===== src/rtl/lc3_mem_pkg.sv =====
// Shared types and constants for the LC-3 memory access sequencer.
package lc3_mem_pkg;

   typedef enum logic [1:0] {
      IDLE   = 2'd0,
      ACCESS = 2'd1,
      DONE   = 2'd2
   } mem_state_t;

   localparam logic [15:0] MMIO_ADDR_DEFAULT = 16'hFFFF;
   localparam int          CNT_W             = 3;

endpackage


===== src/rtl/mem_access_ctrl_sync2.sv =====
// Two-flop synchronizer bringing the asynchronous board switches into the clock domain.
module sync2 #(
   parameter int WIDTH = 16
) (
   input  logic             Clk,
   input  logic             Reset_n,
   input  logic [WIDTH-1:0] d,
   output logic [WIDTH-1:0] q
);

   logic [WIDTH-1:0] meta;

   always_ff @(posedge Clk or negedge Reset_n) begin
      if (!Reset_n) begin
         meta <= '0;
         q    <= '0;
      end else begin
         meta <= d;
         q    <= meta;
      end
   end

endmodule


===== src/rtl/mem_access_ctrl.sv =====
// MAR/MDR to asynchronous SRAM sequencer with fixed wait states.
// Optional memory-mapped switch/hex word when MEM_ACCESS_MMIO_EN is defined.
module mem_access_ctrl
   import lc3_mem_pkg::*;
#(
   parameter int          WAIT_CYCLES = 2,
   parameter logic [15:0] MMIO_ADDR   = MMIO_ADDR_DEFAULT
) (
   input  logic        Clk,
   input  logic        Reset_n,
   input  logic        Req_Valid,
   output logic        Req_Ready,
   input  logic        Req_WE,
   input  logic [15:0] Req_Addr,
   input  logic [15:0] Req_WData,
   output logic        Rsp_Valid,
   output logic [15:0] Rsp_RData,
   output logic [15:0] Mem_Addr,
   output logic [15:0] Mem_WData,
   input  logic [15:0] Mem_RData,
   output logic        Mem_CE_n,
   output logic        Mem_OE_n,
   output logic        Mem_WE_n,
   input  logic [15:0] Switches,
   output logic [15:0] Hex_Data
);

   mem_state_t       state, next_state;
   logic [CNT_W-1:0] wait_cnt;
   logic             op_we, op_we_nx;
   logic             handshake, is_mmio;
   logic             ce_n_nx, oe_n_nx, we_n_nx;
   logic [15:0]      mmio_rdata;

   if (WAIT_CYCLES < 0 || WAIT_CYCLES > 7) begin : g_bad_wait
      $error("mem_access_ctrl: WAIT_CYCLES must be in 0..7");
   end

   assign Req_Ready = Reset_n && (state == IDLE);
   assign handshake = (state == IDLE) && Req_Valid;

`ifdef MEM_ACCESS_MMIO_EN
   sync2 #(.WIDTH(16)) u_sync2 (
      .Clk     (Clk),
      .Reset_n (Reset_n),
      .d       (Switches),
      .q       (mmio_rdata)
   );

   assign is_mmio = (Req_Addr == MMIO_ADDR);

   always_ff @(posedge Clk or negedge Reset_n) begin
      if (!Reset_n) begin
         Hex_Data <= '0;
      end else if (handshake && is_mmio && Req_WE) begin
         Hex_Data <= Req_WData;
      end
   end
`else
   logic unused_mmio;
   assign unused_mmio = ^{Switches, MMIO_ADDR};
   assign is_mmio     = 1'b0;
   assign mmio_rdata  = '0;
   assign Hex_Data    = '0;
`endif

   always_ff @(posedge Clk or negedge Reset_n) begin
      if (!Reset_n) begin
         state <= IDLE;
      end else begin
         state <= next_state;
      end
   end

   // MMIO hits bypass the SRAM entirely and complete on the following cycle.
   always_comb begin
      next_state = state;
      case (state)
         IDLE:    if (Req_Valid) next_state = is_mmio ? DONE : ACCESS;
         ACCESS:  if (wait_cnt == '0) next_state = DONE;
         DONE:    next_state = IDLE;
         default: next_state = IDLE;
      endcase
   end

   always_comb begin
      op_we_nx = handshake ? Req_WE : op_we;
      ce_n_nx  = 1'b1;
      oe_n_nx  = 1'b1;
      we_n_nx  = 1'b1;
      if (next_state == ACCESS) begin
         ce_n_nx = 1'b0;
         oe_n_nx = op_we_nx;
         we_n_nx = !op_we_nx;
      end
   end

   // Strobes and the completion pulse are registered from the next state so they align with it.
   always_ff @(posedge Clk or negedge Reset_n) begin
      if (!Reset_n) begin
         Mem_Addr  <= '0;
         Mem_WData <= '0;
         Rsp_RData <= '0;
         Rsp_Valid <= 1'b0;
         Mem_CE_n  <= 1'b1;
         Mem_OE_n  <= 1'b1;
         Mem_WE_n  <= 1'b1;
         op_we     <= 1'b0;
         wait_cnt  <= '0;
      end else begin
         if (handshake) begin
            Mem_Addr  <= Req_Addr;
            Mem_WData <= Req_WData;
            op_we     <= Req_WE;
            wait_cnt  <= CNT_W'(WAIT_CYCLES);
            if (is_mmio && !Req_WE) Rsp_RData <= mmio_rdata;
         end else if (state == ACCESS) begin
            if (wait_cnt != '0) wait_cnt <= wait_cnt - CNT_W'(1);
            else if (!op_we)   Rsp_RData <= Mem_RData;
         end
         Rsp_Valid <= (next_state == DONE);
         Mem_CE_n  <= ce_n_nx;
         Mem_OE_n  <= oe_n_nx;
         Mem_WE_n  <= we_n_nx;
      end
   end

endmodule


===== config.mk =====
export PLATFORM = sky130hd
export DESIGN_NAME = mem_access_ctrl
export DESIGN_NICKNAME = d
export VERILOG_FILES = /design/src/rtl/lc3_mem_pkg.sv /design/src/rtl/mem_access_ctrl_sync2.sv /design/src/rtl/mem_access_ctrl.sv
export SDC_FILE = /design/constraint.sdc
export NUM_CORES = 1
export LEC_CHECK = 0
export ABC_AREA = 1
export ABC_CLOCK_PERIOD_IN_PS = 1750
export BUFFER_PORTS_ARGS = -buffer_cell sky130_fd_sc_hd__buf_2
export CAP_MARGIN = 20
export CORE_ASPECT_RATIO = 0.8
export CORE_MARGIN = 2
export CORE_UTILIZATION = 46
export CTS_BUF_LIST = sky130_fd_sc_hd__clkbuf_2
export DETAILED_ROUTE_END_ITERATION = 7
export PLACE_DENSITY = 0.87
export SLEW_MARGIN = 15
export SYNTH_ARGS = -nofsm -noshare
export SYNTH_HDL_FRONTEND = slang
export SYNTH_HIERARCHICAL = 1
export SYNTH_SLANG_ARGS = --single-unit

===== constraint.sdc =====
create_clock -name Clk -period 1.75 [get_ports Clk]
set_input_delay 0.0875 -clock Clk [delete_from_list [all_inputs] [get_ports Clk]]
set_output_delay 0.0875 -clock Clk [all_outputs]
set_load 0.01 [all_outputs]

## Word level (Yosys, flattened, before mapping)

Cells that the tools add are included.

| storage, ports and cells | value |
|---|---|
| flip-flop bits (word level) | 58 |
| input port bits | 68 |
| output and inout bits | 69 |
| word-level logic and storage cells | 37 |

| operators by class | value |
|---|---|
| add/subtract/negate cells | 1 |
| eq/ne operators | 3 |
| muxes and demuxes | 10 |
| bitwise operators | 3 |
| reduce and logical (&&, ||, !) cells | 10 |

Operator list:

| kind | count |
|---|---|
| two-way mux 3 bit | 3 |
| equality test 2 x 1 -> 1 bit, second input constant | 2 |
| two-way mux 1 bit | 4 |
| two-way mux 2 bit | 2 |
| case mux 2 bit (2 select lines) | 1 |
| AND reduction 4 bit | 1 |
| nonzero test 2 bit | 2 |
| zero test 3 bit | 1 |
| NOT 1 bit | 3 |
| nonzero test 3 bit | 1 |
| subtractor 3 x 1 -> 3 bit, second input constant | 1 |
| equality test 2 bit, second input constant | 1 |
| logical AND 1 bit | 2 |
| zero test 2 bit | 1 |
| AND reduction 2 bit | 1 |
| zero test 1 bit | 1 |

## Depth between registers and ports, before layout

Gate-level depths: netlist of run 1.

| depth | value |
|---|---|
| depth after elaboration | 5 |
| gate-level depth with buffers | 8 |

## Worst setup path after synthesis of run 1

Ideal clock, no wire load.

| timing | value |
|---|---|
| kind | reg-to-reg |
| start | register wait_cnt[0] |
| end | register Rsp_RData[10] |
| arrival time | 1247 ps |
| data required time | 1632 ps |
| slack | 385 ps |
| cell stages (with the launch flop) | 9 |
| period minus slack after synthesis | 1365 ps |
| cells stage by stage | dfrtp_1 inv_1 ha_1 inv_1 nor2_4 nand4_4 buf_2 nand2_1 nand2_1 |

| between the ends | value |
|---|---|
| cells in the longest elaborated chain, start to end | 3 |

RTL lines:

| what | RTL line | text |
|---|---|---|
| start: declaration | mem_access_ctrl.sv:29 | `logic [CNT_W-1:0] wait_cnt;` |
| start signal: assignment | mem_access_ctrl.sv:115 | `wait_cnt <= CNT_W'(WAIT_CYCLES);` |
| start signal: assignment | mem_access_ctrl.sv:118 | `if (wait_cnt != '0) wait_cnt <= wait_cnt - CNT_W'(1);` |
| nonzero test 3 bit | mem_access_ctrl.sv:118 |  |
| NOT 1 bit (no line) | n/a |  |
| AND reduction 4 bit (no line) | n/a |  |
| end signal: assignment | mem_access_ctrl.sv:116 | `if (is_mmio && !Req_WE) Rsp_RData <= mmio_rdata;` |
| end signal: assignment | mem_access_ctrl.sv:119 | `else if (!op_we) Rsp_RData <= Mem_RData;` |
| end: declaration | mem_access_ctrl.sv:17 | `output logic [15:0] Rsp_RData,` |

Every way passes these cells.
A chain may end at the register's enable or synchronous reset.

## Worst setup path in the final report of run 1

Ends and elaborated chain as after synthesis.

==> impl_metrics.tcl, run 1 <==
set metrics [dict create \
    start_kind "flop" \
    final_net_count 496 \
    cp_data_arrival_time_ps 1770 \
    initial_core_util 0.488 \
    cellPowerDensity_nw_per_um2 1520 \
    end_kind "flop" \
    pwr-share-seq 0.429 \
    switching_share 0.424 \
    antenna_found_initial 0 \
    clkPwrFrac 0.118 \
    max_slew_margin 0.522 \
    first_iter_violations 76 \
    die_area_sq_um 6040 \
    ys_ff_latch 58 \
    p_comb_frac 0.454 \
    setup_viol_count_final 0 \
    finalMaxSlewViolations 0 \
    synth.distinct_cells 24 \
    synth-main-ff-cell "dfrtp_1" \
    hold_viol 0 \
    synth_area_per_cell_sq_um 9.28 \
    status "finished clean" \
    place_hpwl_um 3790 \
    seq_area_frac_synth 0.583 \
    p_int_mw 3.13 \
    worst_clock_skew_ps 9.35 \
    path_class "flop to flop" \
    rrSetupSlack_ps 320 \
    maxCapViolCount 0 \
    synth_edf_count 0 \
    cp_max_fo 16 \
    synth_warnings 6 \
    cts_sinks 58 \
    worst_slack_ps 325 \
    cts_resized 0 \
    gp_congestion 0.789 \
    grt_pass1_wl_um 10100 \
    dr.pass1.iters 4 \
    fin_cells 493 \
    post-route-period-util 0.815 \
    avgViaCountPerCell 4.60 \
    clockBufferDepth 2 \
    layout-drive-gt1-share 0.311 \
    die_x_um 86.4 \
    h-tree-depth 3 \
    critPathRequiredTime_ps 2100 \
    drc 0 \
    fin_crit_ps 1430 \
    cts_buffers 9 \
    dp_worst_setup_slack_ps 368 \
    clk_latency_ps 450 \
    area_delta_synth_final_pct 43.2 \
    fp.dieH_um 69.9 \
    grt_overflow 0 \
    fin_tns_setup_ps 0 \
    postSynthCellCount 269 \
    p_leak_nw 2.04 \
    avgRoutedWirePerCell_um 12.9 \
    cts_setup_buffers 0 \
    fmax_mhz 702 \
    ff2ff_path_depth 7 \
    min_path_cells 4 \
    diodes 0 \
    switching_power_mw 2.31 \
    rows 23 \
    clk_pin_slew_ps 150 \
    first_global_vias 2331 \
    io_pins 137 \
    ys_async_sr_fraction 1.00 \
    portBuffers 104 \
    synth_area_sq_um 2500 \
    grt.total_usage 0.216 \
    placedCellCount 427 \
    hold_slack_ps 155 \
    core_area_sq_um 5120 \
    vias 2269 \
    routed_wl_um 6370 \
    vdd_drop_max_uv 837 \
    worstMarginPinSlew_ps 716 \
    rsz0062_at_grt "false" \
    hold_class "input port to flop" \
    cts_tree "yes" \
    ant_nets 0 \
    cts-root-buf "clkbuf_2" \
    grt_max_degree 59 \
]
==> power by group through the flow <==
stage          clock network [mW]  registers (mW)  logic (mW)
6_report                    0.640            2.33        2.47
5_1_grt                     0.729            2.40        2.75
4_1_cts                     0.676            2.31        2.45
3_5_place_dp                    0            2.33        2.37
3_3_place_gp                    0            2.31        2.28
2_1_floorplan                   0            2.61        1.21
==> cell type report <==
| cell class | instances | area, sq um |
|---|---|---|
| clock buffers | 12 | 60.1 |
| inverters | 41 | 154 |
| flip-flops and latches | 58 | 1460 |
| multi-input cells | 157 | 752 |
| clock inverters | 4 | 18.8 |
| well taps | 62 | 77.6 |
| fillers | 414 | 1550 |
| repair buffers | 159 | 1060 |
==> sequential cells by signal, summed over array words and instances (netlist names) <==
signal and count:
Mem_WE_n 1, op_we 1, state 2, Mem_CE_n 1, wait_cnt 3, Mem_WData 16
Mem_OE_n 1, Rsp_Valid 1, Mem_Addr 16, Rsp_RData 16
==> cell usage after synthesis, drive strengths merged, types with 2 or more instances <==
library cell  number  share of area
nor2               6          0.015
nand3              5          0.012
buf               26          0.074
ha                 2          0.010
clkbuf             2         0.0030
nand2             74           0.11
nand4             17          0.049
inv               41          0.062
dfrtp             55           0.55
dfstp              3          0.032
o21ai             34          0.070
==> critical path, cell delays in order (launching register included) <==
cell and delay, ps:
dfrtp_1 390, inv_1 110, ha_1 180, inv_1 70, nor2_4 130, nand4_4 240, nand2_1 140, nand2_1 60
==> cells in the final DEF, fill, tap and decap left out <==
master,n
buf_2,104
nand2_1,73
dfrtp_1,55
dlygate4sd3_1,50
inv_1,40
o21ai_0,32
nand4_1,16
conb_1,16
clkbuf_2,12
buf_4,5
nor2_1,4
nand3_1,4
dfstp_2,3
clkinv_2,3
nor2_4,2
ha_1,2
inv_2,1
nand3_2,1
nand2_2,1
o21ai_2,1
o211ai_1,1
nor3b_1,1
o21ai_1,1
nand4_4,1
xor2_1,1
clkinv_1,1
==> routing by layer <==
metal,GRT usage,part of all wire,routed length [um],vias to the layer above
li1,-,-,-,1125
met3,0.0792,0.065,413,18
met2,0.374,0.51,3240,89
met4,0.0885,0.025,160,0
met5,0,0,0,-
met1,0.236,0.40,2550,1037
==> cells by family (layout without fill, tap and decap cells) <==
group,Yosys count,count (layout),share of synthesized area
other,1,16,0.00150
and+or+nand+nor,103,103,0.191
buffers and inverters,69,216,0.139
DFF,58,58,0.583
AOI/OAI and AO/OA,35,35,0.0726
adders and majority gates,2,2,0.0100
xor gates and xnor gates,1,1,0.00351
==> stage by stage <==
stage                     area, sq um  utilization  power [mW]
after floorplan                  2550            -        3.82
after global placement           3000        0.585        4.59
after detailed placement         3000        0.585        4.70
after CTS                        3580        0.698        5.44
after global routing             3580        0.698        5.88
final                            3580        0.698        5.44
==> what timing repair did <==
action | CTS | global route
setup endpoints to repair | 0 | 0
endpoints found under the hold margin | 106 | 0
hold buffers | 50 | 0
==> path summary, 6_finish.rpt <==
kind,end,start
max in group asynchronous,Mem_Addr[13],Reset_n
max reg2reg,Rsp_RData[10],wait_cnt[0]
min reg2reg,Rsp_RData[15],Rsp_RData[15]
min in group asynchronous,wait_cnt[0],Reset_n
min,Mem_OE_n,Req_Valid
max,Rsp_RData[10],wait_cnt[0]
Power figures use the tool's default switching activity.
==> inputs of run 2 (changes only) <==
--- a/config.mk
+++ b/config.mk
@@ -6,15 +6,15 @@
 export NUM_CORES = 1
 export LEC_CHECK = 0
 export ABC_AREA = 1
-export ABC_CLOCK_PERIOD_IN_PS = 1750
+export ABC_CLOCK_PERIOD_IN_PS = 1300
 export BUFFER_PORTS_ARGS = -buffer_cell sky130_fd_sc_hd__buf_2
 export CAP_MARGIN = 20
 export CORE_ASPECT_RATIO = 0.8
 export CORE_MARGIN = 2
-export CORE_UTILIZATION = 46
+export CORE_UTILIZATION = 41
 export CTS_BUF_LIST = sky130_fd_sc_hd__clkbuf_2
 export DETAILED_ROUTE_END_ITERATION = 7
-export PLACE_DENSITY = 0.87
+export PLACE_DENSITY = 0.83
 export SLEW_MARGIN = 15
 export SYNTH_ARGS = -nofsm -noshare
 export SYNTH_HDL_FRONTEND = slang
==> constraint.sdc (replaced) <==
create_clock -name Clk -period 1.3 [get_ports Clk]
set_input_delay 0.065 -clock Clk [delete_from_list [all_inputs] [get_ports Clk]]
set_output_delay 0.065 -clock Clk [all_outputs]
set_load 0.01 [all_outputs]
==> run 2 against run 1 <==
  * The run now ends with setup timing left
  * First-iteration DRC count rose by 24%
  * Via count increased by 2.5%
  * Clock power is 32% higher
  * Wire length grew 7.9%
==> impl_metrics.tcl, run 2 (synthesis gave the netlist of run 1 again) <==
set metrics [dict create \
    p_leak_nw 2.15 \
    fp.dieH_um 73.8 \
    status "finished with violations" \
    io_pins 137 \
    finalMaxSlewViolations 0 \
    vias 2326 \
    final_area_sq_um 3900 \
    switching_power_mw 3.47 \
    final_common_cell "buf_2" \
    grt_max_degree 59 \
    fin_crit_ps 1390 \
    dr.pass1.iters 4 \
    cts_sinks 58 \
    avgRoutedWirePerCell_um 13.1 \
    power_mw 8.22 \
    final_net_count 511 \
    cts_buffers 9 \
    vdd_drop_max_uv 1400 \
    core_area_sq_um 5910 \
    path_class "flop to flop" \
    die_x_um 91.3 \
    hold_class "input port to async pin" \
    first_iter_violations 94 \
    rsz0062_at_grt "true" \
    maxCapViolCount 0 \
    ff2ff_path_depth 7 \
    avgViaCountPerCell 4.42 \
    placedCellCount 448 \
    start_kind "flop" \
    clkPwrFrac 0.102 \
    cp_max_fo 8 \
    fmax_mhz 718 \
    fin_cells 526 \
    diodes 0 \
    setup_viol_count_final 20 \
    clk_latency_ps 460 \
    gp_congestion 0.750 \
    cp_data_arrival_time_ps 1760 \
    clk_pin_slew_ps 160 \
    reg.largest.list "Mem_Addr x16, Mem_WData x16, Rsp_RData x16" \
    layout_common_cells "104 x buf_2, 60 x nand2_1, 55 x dfrtp_1" \
    p_comb_frac 0.512 \
    grt_pass1_wl_um 10500 \
    h-tree-depth 3 \
    fin_tns_setup_ps -1270 \
    first_global_vias 2237 \
    p_int_mw 4.75 \
    post-route-period-util 1.07 \
    routed_wl_um 6870 \
    cellPowerDensity_nw_per_um2 2110 \
    initial_core_util 0.422 \
    pwr-share-seq 0.385 \
    die_area_sq_um 6740 \
    place_area_sq_um 3090 \
    switching_share 0.422 \
    rows 25 \
    place_hpwl_um 3840 \
    cts_tree "yes" \
    worst_clock_skew_ps 12.7 \
    end_kind "flop" \
    layout-drive-gt1-share 0.371 \
    cts-root-buf "clkbuf_2" \
    antenna_found_initial 0 \
    grt_overflow 0 \
    fillers 471 \
    area_delta_synth_final_pct 56.3 \
    violations "setup timing" \
    hold_viol 0 \
    worst_slack_ps -92.1 \
    grt.total_usage 0.208 \
    ant_nets 0 \
    portBuffers 104 \
    drc 0 \
    critPathRequiredTime_ps 1670 \
    clockBufferDepth 2 \
]
## run 2: changes by cell type in the layout (fill, tap and decap cells not counted), moves of 2 or more
cell / before / now
buf_12: 0 / 4
buf_4: 5 / 9
buf_8: 0 / 2
clkbuf_16: 0 / 2
clkbuf_2: 12 / 10
inv_1: 40 / 36
inv_2: 1 / 4
nand2_1: 73 / 60
nand2_2: 1 / 12
nand2_4: 0 / 2
## run 2: what timing repair did
action | CTS | global route
buffers inserted | 5 | 4
pin swaps | 6 | 9
hold buffers | 51 | 0
gates resized for setup | 8 | 19
gates cloned | 1 | 2
hold endpoints to repair | 110 | 0
setup endpoints to repair | 17 | 43
## run 2: worst paths after layout
path	slack (ps)	from	endpoint
min in group Clk	370	Mem_RData[8]	Rsp_RData[8]
setup reg to reg	-90	wait_cnt[1]	Rsp_RData[12]
max in group asynchronous	840	Reset_n	Mem_OE_n
hold reg to reg	500	Mem_Addr[2]	Mem_Addr[2]
hold / removal	160	Reset_n	Rsp_RData[3]
setup / recovery	-90	wait_cnt[1]	Rsp_RData[12]
## run 2: per-stage QoR
stage / utilization / worst slack, ps / hold slack (ps)
finish: 0.660 / -92.1 / 159
global route: 0.660 / -182 / 131
CTS: 0.638 / -178 / 110
detailed placement: 0.522 / -72.7 / 140
global placement: 0.522 / 10.2 / 131
floorplan: - / -6.69 / -231
## run 2: final cells by class
type	count	area [sq um]	share of cell area
clock inverter	5	22.5	0.00577
multi-input combinational	158	848	0.217
inverter	41	156	0.0401
sequential	58	1460	0.373
tap	81	101	0.0260
timing repair buffer	173	1270	0.325
clock buffer	10	50.0	0.0128
## run 2: routing by layer
metal	vias up	routed length [um]	part of all wire	track usage
met4	0	112	0.016	0.0875
li1	1160	-	-	-
met1	1084	2880	0.42	0.244
met3	11	316	0.046	0.0656
met2	71	3550	0.52	0.360
met5	-	0	0	0
## run 2: worst max-delay path: stages (launching register included)
cell	delay, ps
dfrtp_1	410
inv_2	80
ha_4	140
inv_2	40
nor2_4	220
nand4_4	230
nand2_2	140
nand2_2	50
## run 2: power by group through the flow
stage	registers [mW]	clock network [mW]	logic (mW)
2_1_floorplan	3.51	0	1.68
3_3_place_gp	3.11	0	3.24
3_5_place_dp	3.14	0	3.38
4_1_cts	3.11	0.894	3.85
5_1_grt	3.26	0.957	4.67
6_report	3.17	0.842	4.21
==> inputs of run 3 (changes only) <==
--- a/config.mk
+++ b/config.mk
@@ -15,6 +15,7 @@
 export CTS_BUF_LIST = sky130_fd_sc_hd__clkbuf_2
 export DETAILED_ROUTE_END_ITERATION = 7
 export PLACE_DENSITY = 0.83
+export SKIP_CTS_REPAIR_TIMING = 1
 export SLEW_MARGIN = 15
 export SYNTH_ARGS = -nofsm -noshare
 export SYNTH_HDL_FRONTEND = slang
==> run 3 against run 2 <==
  * The flow still finishes with violations (setup timing)
  * Global-route usage decreased by 4.1 points
  * Clock power about the same
  * Sequential cell count unchanged
  * First-iteration DRC count increased by 36%
  * Hold slack got worse by 110 ps
  * Count of clock-buffer cells in the layout unchanged
  * Design area decreased by 0.64%
  * Critical path type is now flop to output pin
  * Critical endpoint is now Req_Ready
  * Largest cell class unchanged
==> impl_metrics.tcl, run 3 (synthesis gave the netlist of run 1 again) <==
set metrics [dict create \
    status "finished with violations" \
    violations "setup timing" \
    switching_power_mw 3.42 \
    pwr-share-seq 0.384 \
    grt_pass1_wl_um 8610 \
    cp_max_fo 2 \
    rows 25 \
    finalMaxSlewViolations 0 \
    clkPwrFrac 0.103 \
    clk_latency_ps 470 \
    core_area_sq_um 5910 \
    initial_core_util 0.422 \
    grt_max_degree 59 \
    antenna_found_initial 0 \
    layout_common_cells "104 x buf_2, 71 x nand2_1, 55 x dfrtp_1" \
    ant_nets 0 \
    vdd_drop_max_uv 1280 \
    critPathBufInv 2 \
    p_comb_frac 0.512 \
    io_pins 137 \
    place_hpwl_um 3840 \
    critPathRequiredTime_ps 1240 \
    portBuffers 104 \
    cp_data_arrival_time_ps 1360 \
    vias 2332 \
    placedCellCount 448 \
    diodes 0 \
    final_area_sq_um 3880 \
    fp.dieH_um 73.8 \
    h-tree-depth 3 \
    first_global_vias 1894 \
    p_leak_nw 2.15 \
    end_kind "output pin" \
    post-route-period-util 1.09 \
    drc 0 \
    gp_congestion 0.750 \
    hold_class "input port to flop" \
    fmax_mhz 703 \
    die_x_um 91.3 \
    fin_crit_ps 1420 \
    die_area_sq_um 6740 \
    first_iter_violations 128 \
    hold_viol 0 \
    place_area_sq_um 3090 \
    setup_viol_count_final 19 \
    grt.total_usage 0.167 \
    path_class "flop to output pin" \
    cts_tree "yes" \
    cts-root-buf "clkbuf_2" \
    clk_pin_slew_ps 140 \
    startpoint "state[0]" \
    clockBufferDepth 2 \
    power_mw 8.16 \
    grt_overflow 0 \
    start_kind "flop" \
    timing.rr.start "state[0]" \
    cts_buffers 9 \
    area_delta_synth_final_pct 55.3 \
    final_common_cell "buf_2" \
    layout-drive-gt1-share 0.342 \
    p_int_mw 4.74 \
    worst_clock_skew_ps 16.5 \
    reg.largest.list "Mem_Addr x16, Mem_WData x16, Rsp_RData x16" \
    avgRoutedWirePerCell_um 13.2 \
    min_from "Req_Valid" \
    final_net_count 507 \
    cp_cell_sequence "buf_6, nor3b_4, buf_2" \
    dr.pass1.iters 4 \
    hold_slack_ps 50.0 \
    fin_cells 522 \
    cts_sinks 58 \
    rsz0062_at_grt "true" \
    crit_slowest_cell "dfrtp_1" \
    maxCapViolCount 0 \
    worst_slack_ps -122 \
    switching_share 0.420 \
    cellPowerDensity_nw_per_um2 2100 \
    crit_family "flip-flops" \
    routed_wl_um 6900 \
    cpPeakStageDelay_ps 420 \
    avgViaCountPerCell 4.47 \
]
run 3: final cells by class:
cell class,instances,area (sq um)
tap,81,101
inverter,41,156
fill,469,2030
timing repair buffer,169,1270
sequential,58,1460
multi-input combinational,158,820
clock buffer,10,50.0
clock inverter,5,22.5
run 3: power groups by stage:
stage	Combinational [mW]	Sequential [mW]	Clock (mW)
after global placement	3.24	3.11	0
after detailed placement	3.38	3.14	0
final	4.18	3.14	0.844
after CTS	3.37	3.11	0.894
after global routing	4.65	3.24	0.959
after floorplan	1.68	3.51	0
run 3: path summary, 6_finish.rpt:
check	endpoint	slack [ps]	depth (start not counted)
setup / recovery	Req_Ready	-120	3
hold / removal	wait_cnt[2]	50	4
setup reg to reg	Mem_Addr[0]	-90	6
hold reg to reg	Rsp_RData[10]	490	2
max in group asynchronous	Mem_OE_n	840	3
min in group asynchronous	Rsp_RData[6]	160	3
run 3: worst min-delay path: cells and delay by family:
kind                   cells  cell delay, ps
AND/OR/NAND/NOR            3             290
buffers and inverters      1             130
run 3: layer usage:
| metal | vias up | part of all wire | global-route usage |
|---|---|---|---|
| met4 | 0 | 0.015 | 0.0690 |
| met3 | 13 | 0.048 | 0.0605 |
| met2 | 72 | 0.53 | 0.280 |
| li1 | 1150 | - | - |
| met1 | 1097 | 0.41 | 0.198 |
| met5 | - | 0 | 0 |
run 3: metrics by stage:
| step | setup slack [ps] | util | setup TNS (ps) |
|---|---|---|---|
| detailed placement | -72.7 | 0.522 | -827 |
| CTS | -277 | 0.534 | -1320 |
| finish | -122 | 0.656 | -563 |
| floorplan | -6.69 | - | -66.9 |
| global route | -218 | 0.656 | -2970 |
| global placement | 10.2 | 0.522 | 0 |
